## config.mk

```make
export PLATFORM = sky130hd
export DESIGN_NAME = control_unit_flat
export DESIGN_NICKNAME = d
export VERILOG_FILES = /design/src/rtl/cpu_pkg.sv /design/src/rtl/control_unit_if.sv /design/src/rtl/alu8.sv /design/src/rtl/control_unit.sv /design/src/flat_wrapper.sv
export SDC_FILE = /design/constraint.sdc
export NUM_CORES = 1
export LEC_CHECK = 0
export ABC_CLOCK_PERIOD_IN_PS = 3700
export BUFFER_PORTS_ARGS = -buffer_cell sky130_fd_sc_hd__buf_4
export CAP_MARGIN = 30
export CORE_MARGIN = 2
export CORE_UTILIZATION = 51
export DETAILED_ROUTE_END_ITERATION = 8
export PLACE_DENSITY = 0.76
export SLEW_MARGIN = 20
export SYNTH_ARGS = -nofsm -noshare
export SYNTH_HDL_FRONTEND = slang
export SYNTH_SLANG_ARGS = --single-unit
export TNS_END_PERCENT = 5
```

## constraint.sdc

```tcl
create_clock -name clock -period 3.7 [get_ports clock]
set_input_delay 0.185 -clock clock [delete_from_list [all_inputs] [get_ports clock]]
set_output_delay 0.185 -clock clock [all_outputs]
set_load 0.02 [all_outputs]
```

## src/rtl/cpu_pkg.sv

```systemverilog
// Shared types and constants for the 8-bit fetch/decode/execute controller.
package cpu_pkg;

  localparam int unsigned DATA_W  = 8;
  localparam int unsigned ADDR_W  = 3;
  localparam int unsigned INSTR_W = 16;
  localparam int unsigned PC_W    = 8;
  localparam int unsigned OP_W    = 4;

  localparam int unsigned OP_MSB  = 15;
  localparam int unsigned OP_LSB  = 12;
  localparam int unsigned RD_MSB  = 11;
  localparam int unsigned RD_LSB  = 9;
  localparam int unsigned RS1_MSB = 8;
  localparam int unsigned RS1_LSB = 6;
  localparam int unsigned RS2_MSB = 5;
  localparam int unsigned RS2_LSB = 3;
  localparam int unsigned RS3_MSB = 2;
  localparam int unsigned RS3_LSB = 0;
  localparam int unsigned IMM_MSB = 7;
  localparam int unsigned IMM_LSB = 0;

  typedef enum logic [OP_W-1:0] {
    OP_NOP  = 4'h0,
    OP_ADD  = 4'h1,
    OP_SUB  = 4'h2,
    OP_AND  = 4'h3,
    OP_OR   = 4'h4,
    OP_XOR  = 4'h5,
    OP_ADD3 = 4'h6,
    OP_LDI  = 4'h7,
    OP_BEZ  = 4'h8,
    OP_JMP  = 4'h9,
    OP_HALT = 4'hF
  } opcode_e;

  typedef enum logic [2:0] {
    S_IDLE      = 3'd0,
    S_FETCH     = 3'd1,
    S_DECODE    = 3'd2,
    S_EXECUTE   = 3'd3,
    S_WRITEBACK = 3'd4,
    S_HALTED    = 3'd5
  } state_e;

  // Opcodes whose result goes through the register-file write port.
  function automatic logic writes_rd(input logic [OP_W-1:0] op);
    return (op >= OP_ADD) && (op <= OP_LDI);
  endfunction

endpackage

```

## src/rtl/control_unit_if.sv

```systemverilog
// Instruction-fetch handshake and register-file port bundle.
interface control_unit_if;
  import cpu_pkg::*;

  logic                imem_req;
  logic [PC_W-1:0]     imem_addr;
  logic                imem_ack;
  logic [INSTR_W-1:0]  imem_data;
  logic [ADDR_W-1:0]   Read1;
  logic [ADDR_W-1:0]   Read2;
  logic [ADDR_W-1:0]   Read3;
  logic [DATA_W-1:0]   Data1;
  logic [DATA_W-1:0]   Data2;
  logic [DATA_W-1:0]   Data3;
  logic [ADDR_W-1:0]   EscReg;
  logic [DATA_W-1:0]   WriteData;
  logic                RegWrite;

  modport master (
    output imem_req, imem_addr, Read1, Read2, Read3, EscReg, WriteData, RegWrite,
    input  imem_ack, imem_data, Data1, Data2, Data3
  );

  modport slave (
    input  imem_req, imem_addr, Read1, Read2, Read3, EscReg, WriteData, RegWrite,
    output imem_ack, imem_data, Data1, Data2, Data3
  );
endinterface

```

## src/rtl/alu8.sv

```systemverilog
// Combinational 8-bit ALU; zero flags a zero result (BEZ passes operand a through).
module alu8
  import cpu_pkg::*;
(
  input  logic [OP_W-1:0]   i_op,
  input  logic [DATA_W-1:0] i_a,
  input  logic [DATA_W-1:0] i_b,
  input  logic [DATA_W-1:0] i_c,
  input  logic [DATA_W-1:0] i_imm,
  output logic [DATA_W-1:0] o_result,
  output logic              o_zero
);

  always_comb begin
    o_result = i_a;
    case (i_op)
      OP_ADD:  o_result = i_a + i_b;
      OP_SUB:  o_result = i_a - i_b;
      OP_AND:  o_result = i_a & i_b;
      OP_OR:   o_result = i_a | i_b;
      OP_XOR:  o_result = i_a ^ i_b;
      OP_ADD3: o_result = i_a + i_b + i_c;
      OP_LDI:  o_result = i_imm;
      default: o_result = i_a;
    endcase
    o_zero = (o_result == '0);
  end

endmodule

```

## src/rtl/control_unit.sv

```systemverilog
// Multi-cycle fetch/decode/execute controller driving a 3-read/1-write register file.
module control_unit
  import cpu_pkg::*;
#(
  parameter logic [PC_W-1:0] RESET_PC = 8'h00
) (
  input  logic              clock,
  input  logic              reset,
  control_unit_if.master    bus,
  output logic [PC_W-1:0]   pc,
  output logic              halted
);

  state_e              r_state;
  state_e              w_next_state;
  logic [PC_W-1:0]     r_pc;
  logic [INSTR_W-1:0]  r_ir;
  logic [DATA_W-1:0]   r_op1;
  logic [DATA_W-1:0]   r_op2;
  logic [DATA_W-1:0]   r_op3;
  logic [DATA_W-1:0]   r_result;
  logic                r_imem_req;
  logic                r_regwrite;
  logic                r_halted;

  logic [OP_W-1:0]     w_op;
  logic [ADDR_W-1:0]   w_rd;
  logic [ADDR_W-1:0]   w_rs1;
  logic [ADDR_W-1:0]   w_rs2;
  logic [ADDR_W-1:0]   w_rs3;
  logic [DATA_W-1:0]   w_imm;
  logic [DATA_W-1:0]   w_alu_result;
  logic                w_alu_zero;
  logic                w_fetch_done;
  logic                w_branch;

  assign w_op  = r_ir[OP_MSB:OP_LSB];
  assign w_rd  = r_ir[RD_MSB:RD_LSB];
  assign w_rs1 = r_ir[RS1_MSB:RS1_LSB];
  assign w_rs2 = r_ir[RS2_MSB:RS2_LSB];
  assign w_rs3 = r_ir[RS3_MSB:RS3_LSB];
  assign w_imm = r_ir[IMM_MSB:IMM_LSB];

  // Ack outside FETCH is ignored; the state qualifies the handshake.
  assign w_fetch_done = (r_state == S_FETCH) && bus.imem_ack;
  assign w_branch     = (w_op == OP_JMP) || ((w_op == OP_BEZ) && w_alu_zero);

  alu8 u_alu (
    .i_op     (w_op),
    .i_a      (r_op1),
    .i_b      (r_op2),
    .i_c      (r_op3),
    .i_imm    (w_imm),
    .o_result (w_alu_result),
    .o_zero   (w_alu_zero)
  );

  always_comb begin
    w_next_state = r_state;
    case (r_state)
      S_IDLE:      w_next_state = S_FETCH;
      S_FETCH:     if (bus.imem_ack) w_next_state = S_DECODE;
      S_DECODE:    w_next_state = S_EXECUTE;
      S_EXECUTE: begin
        if (w_op == OP_HALT)     w_next_state = S_HALTED;
        else if (writes_rd(w_op)) w_next_state = S_WRITEBACK;
        else                     w_next_state = S_FETCH;
      end
      S_WRITEBACK: w_next_state = S_FETCH;
      S_HALTED:    w_next_state = S_HALTED;
      default:     w_next_state = S_IDLE;
    endcase
  end

  // State and registered control outputs, decoded from the next state.
  always_ff @(posedge clock or posedge reset) begin
    if (reset) begin
      r_state    <= S_IDLE;
      r_imem_req <= 1'b0;
      r_regwrite <= 1'b0;
      r_halted   <= 1'b0;
    end else begin
      r_state    <= w_next_state;
      r_imem_req <= (w_next_state == S_FETCH);
      r_regwrite <= (w_next_state == S_WRITEBACK) && (w_rd != '0);
      r_halted   <= (w_next_state == S_HALTED);
    end
  end

  always_ff @(posedge clock or posedge reset) begin
    if (reset) begin
      r_pc     <= RESET_PC;
      r_ir     <= '0;
      r_op1    <= '0;
      r_op2    <= '0;
      r_op3    <= '0;
      r_result <= '0;
    end else begin
      if (w_fetch_done) begin
        r_ir <= bus.imem_data;
        r_pc <= r_pc + PC_W'(1);
      end
      if (r_state == S_DECODE) begin
        r_op1 <= bus.Data1;
        r_op2 <= bus.Data2;
        r_op3 <= bus.Data3;
      end
      if (r_state == S_EXECUTE) begin
        r_result <= w_alu_result;
        if (w_branch) r_pc <= w_imm;
      end
    end
  end

  // BEZ tests R[rd], so the rd field is steered onto the first read port.
  assign bus.Read1     = (w_op == OP_BEZ) ? w_rd : w_rs1;
  assign bus.Read2     = w_rs2;
  assign bus.Read3     = w_rs3;
  assign bus.imem_req  = r_imem_req;
  assign bus.imem_addr = r_pc;
  assign bus.EscReg    = w_rd;
  assign bus.WriteData = r_result;
  assign bus.RegWrite  = r_regwrite;
  assign pc            = r_pc;
  assign halted        = r_halted;

endmodule
```

## src/flat_wrapper.sv

```systemverilog
// flat-port wrapper written by rule: the top's interface ports become plain ports
module control_unit_flat import cpu_pkg::*;
#(
  parameter logic [PC_W-1:0] RESET_PC = 8'h00
)
  (clock, reset, pc, halted, bus_imem_req, bus_imem_addr, bus_Read1, bus_Read2, bus_Read3, bus_EscReg, bus_WriteData, bus_RegWrite, bus_imem_ack, bus_imem_data, bus_Data1, bus_Data2, bus_Data3);
  control_unit_if bus_i ();
  input  logic clock;
  input  logic reset;
  output logic [PC_W-1:0] pc;
  output logic halted;
  output wire logic [$bits(bus_i.imem_req)-1:0] bus_imem_req;
  output wire logic [$bits(bus_i.imem_addr)-1:0] bus_imem_addr;
  output wire logic [$bits(bus_i.Read1)-1:0] bus_Read1;
  output wire logic [$bits(bus_i.Read2)-1:0] bus_Read2;
  output wire logic [$bits(bus_i.Read3)-1:0] bus_Read3;
  output wire logic [$bits(bus_i.EscReg)-1:0] bus_EscReg;
  output wire logic [$bits(bus_i.WriteData)-1:0] bus_WriteData;
  output wire logic [$bits(bus_i.RegWrite)-1:0] bus_RegWrite;
  input wire logic [$bits(bus_i.imem_ack)-1:0] bus_imem_ack;
  input wire logic [$bits(bus_i.imem_data)-1:0] bus_imem_data;
  input wire logic [$bits(bus_i.Data1)-1:0] bus_Data1;
  input wire logic [$bits(bus_i.Data2)-1:0] bus_Data2;
  input wire logic [$bits(bus_i.Data3)-1:0] bus_Data3;
  assign bus_imem_req = bus_i.imem_req;
  assign bus_imem_addr = bus_i.imem_addr;
  assign bus_Read1 = bus_i.Read1;
  assign bus_Read2 = bus_i.Read2;
  assign bus_Read3 = bus_i.Read3;
  assign bus_EscReg = bus_i.EscReg;
  assign bus_WriteData = bus_i.WriteData;
  assign bus_RegWrite = bus_i.RegWrite;
  assign bus_i.imem_ack = bus_imem_ack;
  assign bus_i.imem_data = bus_imem_data;
  assign bus_i.Data1 = bus_Data1;
  assign bus_i.Data2 = bus_Data2;
  assign bus_i.Data3 = bus_Data3;
  control_unit #(.RESET_PC(RESET_PC)) u_core (.clock(clock), .reset(reset), .bus(bus_i), .pc(pc), .halted(halted));
endmodule
```

* Word-level counts from Yosys, hierarchy flattened
Index checks and enable logic that the tools add are counted.
** Word-level totals
- Bits in registers :: 62
- Bits of input ports :: 43
- Output and inout port bits :: 39
- Word-level logic and storage cells :: 55
** Cells by class
- Add/subtract/negate cells :: 4
- $lt $le $gt $ge :: 2
- Eq/ne operators :: 18
- Mux-type cells :: 9
- Bitwise gates (word level) :: 3
- Reduce and logical (&&, ||, !) cells :: 9
** Operators with widths (number)
- 8-bit one-hot mux with 7 select lines :: 1
- 8-bit 2-to-1 mux :: 3
- 8-bit adder :: 2
- 4-bit by 3-bit == test with 1-bit output (second input constant) :: 4
- 3-bit one-hot mux with 5 select lines :: 1
- 3-bit == test (second input constant) :: 4
- 4-bit == test (second input constant) :: 3
- 3-bit 2-to-1 mux :: 4
- 8-bit by 1-bit adder with 8-bit output (second input constant) :: 1
- 8-bit AND :: 1
- 4-bit by 2-bit == test with 1-bit output (second input constant) :: 2
- 8-bit zero test :: 1
- 8-bit OR :: 1
- 8-bit subtractor :: 1
- 8-bit bitwise XOR :: 1
- 3-bit by 1-bit == test with 1-bit output (second input constant) :: 2
- 3-bit by 2-bit == test with 1-bit output (second input constant) :: 2
- 4-bit by 1-bit == test with 1-bit output (second input constant) :: 1
- 4-bit by 1-bit >= comparator with 1-bit output (second input constant) :: 1
- 4-bit by 3-bit less-or-equal comparator with 1-bit output (second input constant) :: 1
- 1-bit logical AND :: 4
- 3-bit zero test :: 1
- 3-bit nonzero test :: 1
- 2-bit OR reduction :: 1
- 1-bit logical OR :: 1

* Logic depth before layout (Yosys ltp)
Gate-level depths: netlist (run 1).
- Word-level depth :: 8
- Mapped depth :: 16
- Mapped depth without buffers :: 15

* Cells and area by module
A second synthesis (run 1) with hierarchy kept.
** Second synthesis, totals
- Cell total of the unflattened synthesis :: 431
- Area total of the unflattened synthesis :: 4428.0 sq um
** Modules (own cells, without submodules)
- control_unit :: times used 1, cells an instance 196, area each 2685.1 sq um, sequential area each 1551.5 sq um
- alu8 :: times used 1, cells an instance 235, area each 1742.9 sq um, sequential area each 0.0 sq um

* Least setup slack after synthesis (run 1)
No wires, ideal clock.
- Kind :: flip-flop to flip-flop
- Start point :: register u_core.r_op2[0]
- End point :: register u_core.r_pc[1] (netlist: u_core.bus.imem_addr[1])
- Setup time :: 0.125 ns
- Arrival time :: 3.561 ns
- Data required time :: 3.575 ns
- Path slack :: 0.014 ns
- Stages on the path, launching flop included :: 14
- Buffers on the path :: 0
- Clock period less this slack :: 3.686 ns
- Cell sequence :: dfrtp_1 -> ha_1 -> fa_1 -> a211oi_1 -> nor2_1 -> xor2_1 -> ha_1 -> a21oi_1 -> o22ai_1 -> a221oi_1 -> o211ai_1 -> a221o_1 -> o21ai_4 -> mux2_4
** On the way
- Cells in the longest elaborated chain, start to end :: 8
- Elaborated cells between the ends (all ways) :: 12
- Those cells by class :: add/sub (3); mux (3); bitwise (3); reduce/logical (3)
** Ends and longest elaborated chain
- start: declaration :: line control_unit.sv:19 : logic [DATA_W-1:0] r_op2;
- start signal: assignment :: line control_unit.sv:105 : r_op2 <= bus.Data2;
- 8-bit adder :: line alu8.sv:17, alu8.sv:22
- 8-bit adder :: line alu8.sv:22 : OP_ADD3: o_result = i_a + i_b + i_c;
- 8-bit one-hot mux with 7 select lines * :: line alu8.sv:16 : case (i_op)
- 8-bit zero test * :: line alu8.sv:26 : o_zero = (o_result == '0);
- 1-bit logical AND * :: line control_unit.sv:46 : assign w_branch = (w_op == OP_JMP) || ((w_op == OP_BEZ) && w_alu_zero);
- 1-bit logical OR * :: line control_unit.sv:46
- 8-bit 2-to-1 mux * :: line control_unit.sv:110 : if (w_branch) r_pc <= w_imm;
- 8-bit 2-to-1 mux * :: line control_unit.sv:108 : if (r_state == S_EXECUTE) begin
- end signal: assignment :: line control_unit.sv:101 : r_pc <= r_pc + PC_W'(1);
- end signal: assignment :: line control_unit.sv:110
- end: declaration :: line control_unit.sv:16 : logic [PC_W-1:0] r_pc;
Every way passes the cells marked *; elsewhere a longest branch is shown, timed or not.
A chain may end at the register's enable or synchronous reset.

* Final worst setup path (run 1)
- Start point :: register u_core.r_op2[1]
- End point :: register u_core.r_pc[7] (netlist: u_core.bus.imem_addr[7])
The elaborated chain is that of the path after synthesis.

==> results by group, run 1 <==
Detailed routing
  • DR top layer: met4
  • Post-DRT Antenna Nets: 0
  • TritonRoute pass-1 iters: 5
  • Metal-1 WL: 4974 um
  • DRC viols: 0
  • Vias/cell: 5.795
  • Iteration-0 DRC count of the detailed router: 272
  • Met3 routed WL: 778 um
  • DR vias: 3900
  • Drt total wl: 11840 um
  • Metal2 WL: 5794 um
  • WL/cell: 17.59 um

Setup path
  • Worst EP arrival: 3.91 ns
  • CP Capture Type: register
  • R2R Setup Slk: 0.01 ns
  • CP Class: register to register
  • Worst EP required: 3.93 ns
  • Crit path max fanout: 8
  • Worst setup SP type: register

STA
  • Slew margin rel.: 56.57%
  • Worst Skew: 0.01188 ns
  • Worst slew pin tran: 0.6514 ns
  • Setup Viol. Count Final: 0
  • Fmax: 0.2712 GHz
  • Fin. max-slew vios: 0
  • Period utilization: 99.64%
  • RSZ-0062 raised after global routing: yes
  • Min Tclk post-route: 3.687 ns
  • Final hold vios: 0

Clock tree
  • Clock Tree Buf Depth: 2
  • Clk Latency, worst-skew pair: 0.35 ns
  • # H-tree levels: 3
  • Clock sinks: 62
  • CTS buffer count: 9
  • CTS tree: yes
  • Clock root buffer: clkbuf_8
  • Worst-path clk slew: 0.08 ns

Synth
  • Most area-hungry cell type in the Yosys netlist: dfrtp_1
  • Syn Nets: 544
  • Async set-reset flop share out of synthesis: 100.0%
  • Top FF cell, synth: dfrtp_1
  • Synth area leaders: dfrtp_1, ha_1, mux2_2
  • Seq/Total Area, Yosys: 35.93%
  • Cell variety after synth: 64
  • Post-synthesis cell area: 4318 sq um
  • Avg Inst Size Synth: 9.246 sq um
  • Mapped Cells: 467
  • Count leader, synth: dfrtp_1
  • Post-synth EDFFs: 0
  • Share of the synthesized area in the top cell type: 35.93%
  • Synthesis Warnings: 0
  • Flops & latches, synth: 62
  • Synth cell count leaders: dfrtp_1, nand2_1, nor2_1, o21ai_0, inv_1

Place
  • DP Wirelength: 8831 um
  • Placed cell areas: 5082 sq um
  • I/O Buffers: 81
  • Gpl congestion: 0.9092

Layout
  • Total inserted antenna cells: 0
  • Nets@finish: 640
  • Final Cell Area: 5488 sq um
  • # fillers: 664
  • Area Overhead vs Synth: 27.09%
  • Ratio of cells with drive above 1 in the final layout: 34.68%

Floorplanning
  • Boundary pin count: 82
  • Die Y: 96.02 um
  • CORE AREA: 8217 sq um
  • Die span in x: 96.02 um
  • Site row count: 33
  • Die Area: 9219 sq um
  • Initial Util: 52.55%

Run
  • Max Cap Viol: 0

Min path
  • Worst hold path type: input pin to register

Global routing
  • Initial antenna violation count: 0
  • GRT Total Usage: 26.21%
  • Global-route wire length before repair: 18310 um
  • Largest net degree at the start of global routing: 38
  • Vias in the first global route: 3684
  • Total grt overflow: 0

Run status
  • Outcome: completed
-- layer usage --
layer,GRT usage (%),vias to the layer above
met2,43.58,169
met3,5.247,33
met1,34.33,1880
met5,0,-
li1,-,1818
met4,8.214,0
-- sequential cells by signal (all words and copies together), names as in the netlist, 3 cells and up --
register,cells
u_core.r_ir,16
u_core.r_op1,8
u_core.bus.WriteData,8
u_core.bus.imem_addr,8
u_core.r_op3,8
u_core.r_state,3
u_core.r_op2,8
-- final cells by class --
type                    count  area, sq um  area share [%]
multi-input cells         332         2502           45.60
inverters                  33        123.9           2.257
repair buffers            125        957.2           17.44
flip-flops and latches     62         1551           28.27
clock buffers               9        123.9           2.257
clock inverters             7        97.59           1.778
well taps                 105        131.4           2.394
-- worst max-delay path, cell delays in order, from the launching register on --
cell and delay (ns):
dfrtp_1 0.42, buf_4 0.16, fa_2 0.42, a211oi_4 0.25, nor2_1 0.09, xor2_1 0.22, ha_1 0.33, a21oi_2 0.15
o22ai_2 0.10, a221oi_2 0.27, o211ai_1 0.13, a221o_1 0.41, o21ai_4 0.18, buf_12 0.15, mux2_4 0.30
-- worst paths after layout --
kind / from / to / cells after the start
min in group asynchronous: reset / u_core.r_ir[11]$_DFFE_PP0P_ / 3
min reg2reg: u_core.bus.WriteData[1]$_DFFE_PP0P_ / u_core.bus.WriteData[1]$_DFFE_PP0P_ / 2
min: bus_Data2[4] / u_core.r_op2[4]$_DFFE_PP0P_ / 3
max in group asynchronous: reset / u_core.r_ir[6]$_DFFE_PP0P_ / 4
max: u_core.r_op2[1]$_DFFE_PP0P_ / u_core.bus.imem_addr[7]$_DFF_PP0_ / 14
max reg2reg: u_core.r_op2[1]$_DFFE_PP0P_ / u_core.bus.imem_addr[7]$_DFF_PP0_ / 14
-- logic make-up after synthesis --
kind of cell | after synthesis | share of synthesized area, %
and+or+nand+nor | 124 | 12.95
adders and majority gates | 34 | 10.37
buffers and inverters | 73 | 8.462
DFF | 62 | 35.93
AOI/OAI and AO/OA | 115 | 17.44
muxes | 41 | 11.19
xor gates and xnor gates | 18 | 3.651
-- metrics by stage --
step                hold WS, ns  instances  setup slack, ns  setup TNS (ns)  util [%]
global placement         0.2761        645          -0.1679          -1.004     61.72
global route            0.05093        673          -0.1276         -0.9067     66.79
CTS                     0.02564        666         0.001802               0     65.42
detailed placement       0.2811        646          -0.2179          -1.398     61.85
finish                  0.03000        673          0.01328               0     66.79
floorplan                0.3018        467          0.01354               0         -
-- cell usage in the layout (no fill, tap or decap), types with 3 or more instances in the layout --
cell | Yosys | layout
ha_1 | 31 | 26
o31ai_1 | 4 | 4
nand3_1 | 8 | 8
mux2_4 | 6 | 6
ha_4 | 0 | 4
a31oi_1 | 5 | 5
clkbuf_8 | 0 | 9
inv_1 | 32 | 28
o21ai_0 | 36 | 35
nor3_1 | 6 | 6
buf_4 | 19 | 122
dfrtp_1 | 62 | 62
nor2_1 | 36 | 36
a211oi_1 | 8 | 6
mux2_2 | 24 | 24
a211o_1 | 3 | 3
o22ai_1 | 5 | 4
xnor2_1 | 12 | 12
inv_2 | 1 | 5
a21oi_1 | 22 | 20
xor2_1 | 6 | 6
a22oi_1 | 3 | 3
mux2i_1 | 10 | 10
nor2b_1 | 6 | 5
nand2b_1 | 3 | 3
nand2_1 | 49 | 49
and3_1 | 4 | 4
-- repair_timing --
action                     in CTS  in global routing
hold buffers                    1                  0
resized for setup               8                 13
setup endpoints to repair       8                  8
pin swaps                      10                  9
setup buffers                   3                  7
hold endpoints to repair       25                  0
Power of run 1 is not shown: default switching activity piles up to over one toggle a cycle in this logic, so the estimate is an artifact.
==> inputs of run 2 (changes only) <==
--- a/config.mk
+++ b/config.mk
@@ -15,5 +15,6 @@
 export SLEW_MARGIN = 20
 export SYNTH_ARGS = -nofsm -noshare
 export SYNTH_HDL_FRONTEND = slang
+export SYNTH_HIERARCHICAL = 1
 export SYNTH_SLANG_ARGS = --single-unit
 export TNS_END_PERCENT = 5
==> run 2 against run 1 <==
Net effect: non-clock buffer count up 10; the flow now finishes with violations (setup timing); register-to-register slack worse by 0.24 ns; sequential share of layout area down 0.66 points; synthesized cell count down 7.7%; area after synthesis up 2.5%; fmax down 6.0%; cell count down 3.1%; global-route usage down 0.73 points; highest routed layer unchanged; first-iteration DRC count down 10%; die area up 2.4%; routed wire length down 0.20%; utilization up 0.92 points.
==> results by group, run 2 <==
Setup path
  • Largest stage delay, worst path: 0.58 ns (was 0.42 ns)
  • Crit path max fanout: 8 (unchanged)
  • Worst path slowest cell: or4b_4 (was dfrtp_1)
  • Crit-path leading delay family: simple AND/OR/NAND/NOR gates (was compound AO/OA/AOI/OAI gates)
  • Worst setup SP type: register (unchanged)
  • CP bufs+invs: 2 (unchanged)
  • Worst EP required: 3.96 ns (was 3.93 ns)
  • CP Class: register to register (unchanged)
  • Crit-path cells: ha_2 -> fa_2 -> buf_4 -> xor2_1 -> ha_1 -> buf_4 -> nor2_1 -> a21oi_1 -> xnor2_1 -> a21oi_2 -> a21oi_1 -> or4b_4 -> nor4_4 -> nor2_2 -> and4bb_4 -> nand2_1 -> o21ai_0 (was buf_4 -> fa_2 -> a211oi_4 -> nor2_1 -> xor2_1 -> ha_1 -> a21oi_2 -> o22ai_2 -> a221oi_2 -> o211ai_1 -> a221o_1 -> o21ai_4 -> buf_12 -> mux2_4)
  • Worst EP arrival: 4.19 ns (was 3.91 ns)
  • CP Capture Type: register (unchanged)

Floorplanning
  • Die Area: 9444 sq um (was 9219 sq um)
  • Initial Util: 53.35% (was 52.55%)
  • Die Y: 97.18 um (was 96.02 um)
  • Site row count: 33 (unchanged)
  • CORE AREA: 8299 sq um (was 8217 sq um)
  • Die span in x: 97.18 um (was 96.02 um)
  • Boundary pin count: 82 (unchanged)

STA
  • RSZ-0062 raised after global routing: yes (unchanged)
  • Min Tclk post-route: 3.922 ns (was 3.687 ns)
  • Slew margin rel.: 45.77% (was 56.57%)
  • Worst Skew: 0.01180 ns (was 0.01188 ns)
  • Final hold vios: 0 (unchanged)
  • Worst slew pin tran: 0.8135 ns (was 0.6514 ns)
  • Fin. max-slew vios: 0 (unchanged)
  • Period utilization: 106.0% (was 99.64%)
  • Worst hold slack: 0.05620 ns (was 0.03000 ns)
  • Fmax: 0.2549 GHz (was 0.2712 GHz)
  • Setup TNS: -1.548 ns (was 0 ns)
  • Final worst slack: -0.2225 ns (was 0.01328 ns)
  • Setup Viol. Count Final: 8 (was 0)

Synth
  • Most area-hungry cell type in the Yosys netlist: dfrtp_1 (unchanged)
  • Flops & latches, synth: 62 (unchanged)
  • Top FF cell, synth: dfrtp_1 (unchanged)
  • Synthesis Warnings: 6 (was 0)
  • Avg Inst Size Synth: 10.27 sq um (was 9.246 sq um)
  • Seq/Total Area, Yosys: 35.04% (was 35.93%)
  • Post-synth EDFFs: 0 (unchanged)
  • Async set-reset flop share out of synthesis: 100.0% (unchanged)
  • Count leader, synth: dfrtp_1 (unchanged)
  • Share of the synthesized area in the top cell type: 35.04% (was 35.93%)
  • Synth area leaders: dfrtp_1, mux2_2, ha_1 (was dfrtp_1, ha_1, mux2_2)
  • Cell variety after synth: 68 (was 64)
  • Syn Nets: 509 (was 544)
  • Mapped Cells: 431 (was 467)
  • Post-synthesis cell area: 4428 sq um (was 4318 sq um)
  • Synth cell count leaders: dfrtp_1, mux2_2, ha_1 (was dfrtp_1, nand2_1, nor2_1, o21ai_0, inv_1)

Layout
  • Commonest non-fill, non-tap cell in the layout: buf_4 (unchanged)
  • Non-filler cells, final: 652 (was 673)
  • Register area: 1551 sq um (unchanged)
  • Ratio of cells with drive above 1 in the final layout: 43.88% (was 34.68%)
  • Max reg flops: 16 (unchanged)
  • Util after Layout: 67.71% (was 66.79%)
  • Multi-input logic area: 2586 sq um (was 2502 sq um)
  • Largest reg by FF count: u_core/r_ir (was u_core.r_ir)
  • # fillers: 636 (was 664)
  • Most frequent cells in the layout: buf_4, dfrtp_1, mux2_2 (was buf_4, dfrtp_1, nand2_1)
  • Area Overhead vs Synth: 26.90% (was 27.09%)
  • Total inserted antenna cells: 0 (unchanged)
  • Nets@finish: 620 (was 640)

Clock tree
  • # H-tree levels: 3 (unchanged)
  • Clock Tree Buf Depth: 2 (unchanged)
  • Clk Latency, worst-skew pair: 0.35 ns (about the same)
  • CTS tree: yes (unchanged)
  • Clock root buffer: clkbuf_8 (unchanged)
  • Clock sinks: 62 (unchanged)
  • CTS buffer count: 9 (unchanged)
  • Worst-path clk slew: 0.08 ns (about the same)

Place
  • DP Wirelength: 8455 um (was 8831 um)
  • I/O Buffers: 81 (unchanged)
  • Placed Instances: 632 (was 646)
  • Gpl congestion: 1.005 (was 0.9092)

Detailed routing
  • Post-DRT Antenna Nets: 0 (unchanged)
  • DR vias: 3745 (was 3900)
  • WL/cell: 18.12 um (was 17.59 um)
  • TritonRoute pass-1 iters: 6 (was 5)
  • Vias/cell: 5.744 (was 5.795)
  • DRC viols: 0 (unchanged)
  • Iteration-0 DRC count of the detailed router: 244 (was 272)
  • Drt total wl: 11810 um (was 11840 um)

Run status
  • Failing checks: setup timing
  • Outcome: finished, violations left (was completed)

Global routing
  • Vias in the first global route: 3708 (was 3684)
  • Initial antenna violation count: 0 (unchanged)
  • Largest net degree at the start of global routing: 38 (unchanged)
  • Global-route wire length before repair: 19260 um (was 18310 um)
  • GRT Total Usage: 25.48% (was 26.21%)
  • Total grt overflow: 0 (unchanged)

Run
  • Max Cap Viol: 0 (unchanged)

Min path
  • Worst hold path type: input pin to register (unchanged)
run 2: path summary, 6_finish.rpt:
kind	endpoint	slack [ns]	depth (start not counted)	start
hold reg to reg	u_core/r_ir[8]$_DFFE_PP0P_	0.52	1	u_core/r_ir[8]$_DFFE_PP0P_
setup / recovery	u_core/bus.imem_addr[1]$_DFF_PP0_	-0.22	17	u_core/r_op1[0]$_DFFE_PP0P_
max in group asynchronous	u_core/r_op3[4]$_DFFE_PP0P_	2.31	4	reset
setup reg to reg	u_core/bus.imem_addr[1]$_DFF_PP0_	-0.22	17	u_core/r_op1[0]$_DFFE_PP0P_
min in group asynchronous	u_core/r_op2[1]$_DFFE_PP0P_	0.47	3	reset
hold / removal	u_core/r_ir[5]$_DFFE_PP0P_	0.06	2	bus_imem_data[5]
run 2: layer usage:
| layer | vias to the layer above | share of wire, % | routed length, um | global-route usage [%] |
|---|---|---|---|---|
| met5 | - | 0 | 0 | 0 |
| met4 | 0 | 2.3 | 268 | 9.534 |
| met3 | 19 | 5.8 | 686 | 3.453 |
| met2 | 139 | 48 | 5702 | 41.56 |
| met1 | 1836 | 44 | 5155 | 34.60 |
| li1 | 1751 | - | - | - |
run 2: cell type report:
cell class	instances	area share, %
Clock buffer	10	2.449
Inverter	33	2.204
Tap cell	105	2.338
Clock inverter	6	1.225
Sequential cell	62	27.61
Multi-Input combinational cell	301	46.03
Timing Repair Buffer	135	18.15
run 2: what timing repair did:
action                     CTS  global route
gates resized for setup     14             5
hold endpoints to repair    25             0
pin swaps                    3             6
hold buffers                 1             0
buffers inserted             0             1
gates cloned                 1             0
setup endpoints to repair    8             9
run 2: through the flow:
step,area [sq um],worst slack (ns)
CTS,5582,-0.1715
finish,5619,-0.2225
global placement,5284,-0.3618
floorplan,4428,0.04614
global route,5619,-0.3449
detailed placement,5284,-0.4394
run 2: logic make-up after synthesis:
| logic type | count (synthesis) | synth area share [%] |
|---|---|---|
| AOI/OAI and AO/OA | 90 | 13.99 |
| DFF | 62 | 35.04 |
| muxes | 55 | 13.90 |
| buffers and inverters | 69 | 9.297 |
| adders and majority gates | 35 | 10.40 |
| xor gates and xnor gates | 18 | 3.871 |
| and+or+nand+nor | 102 | 13.51 |
Power of run 2 is left out for the same reason.
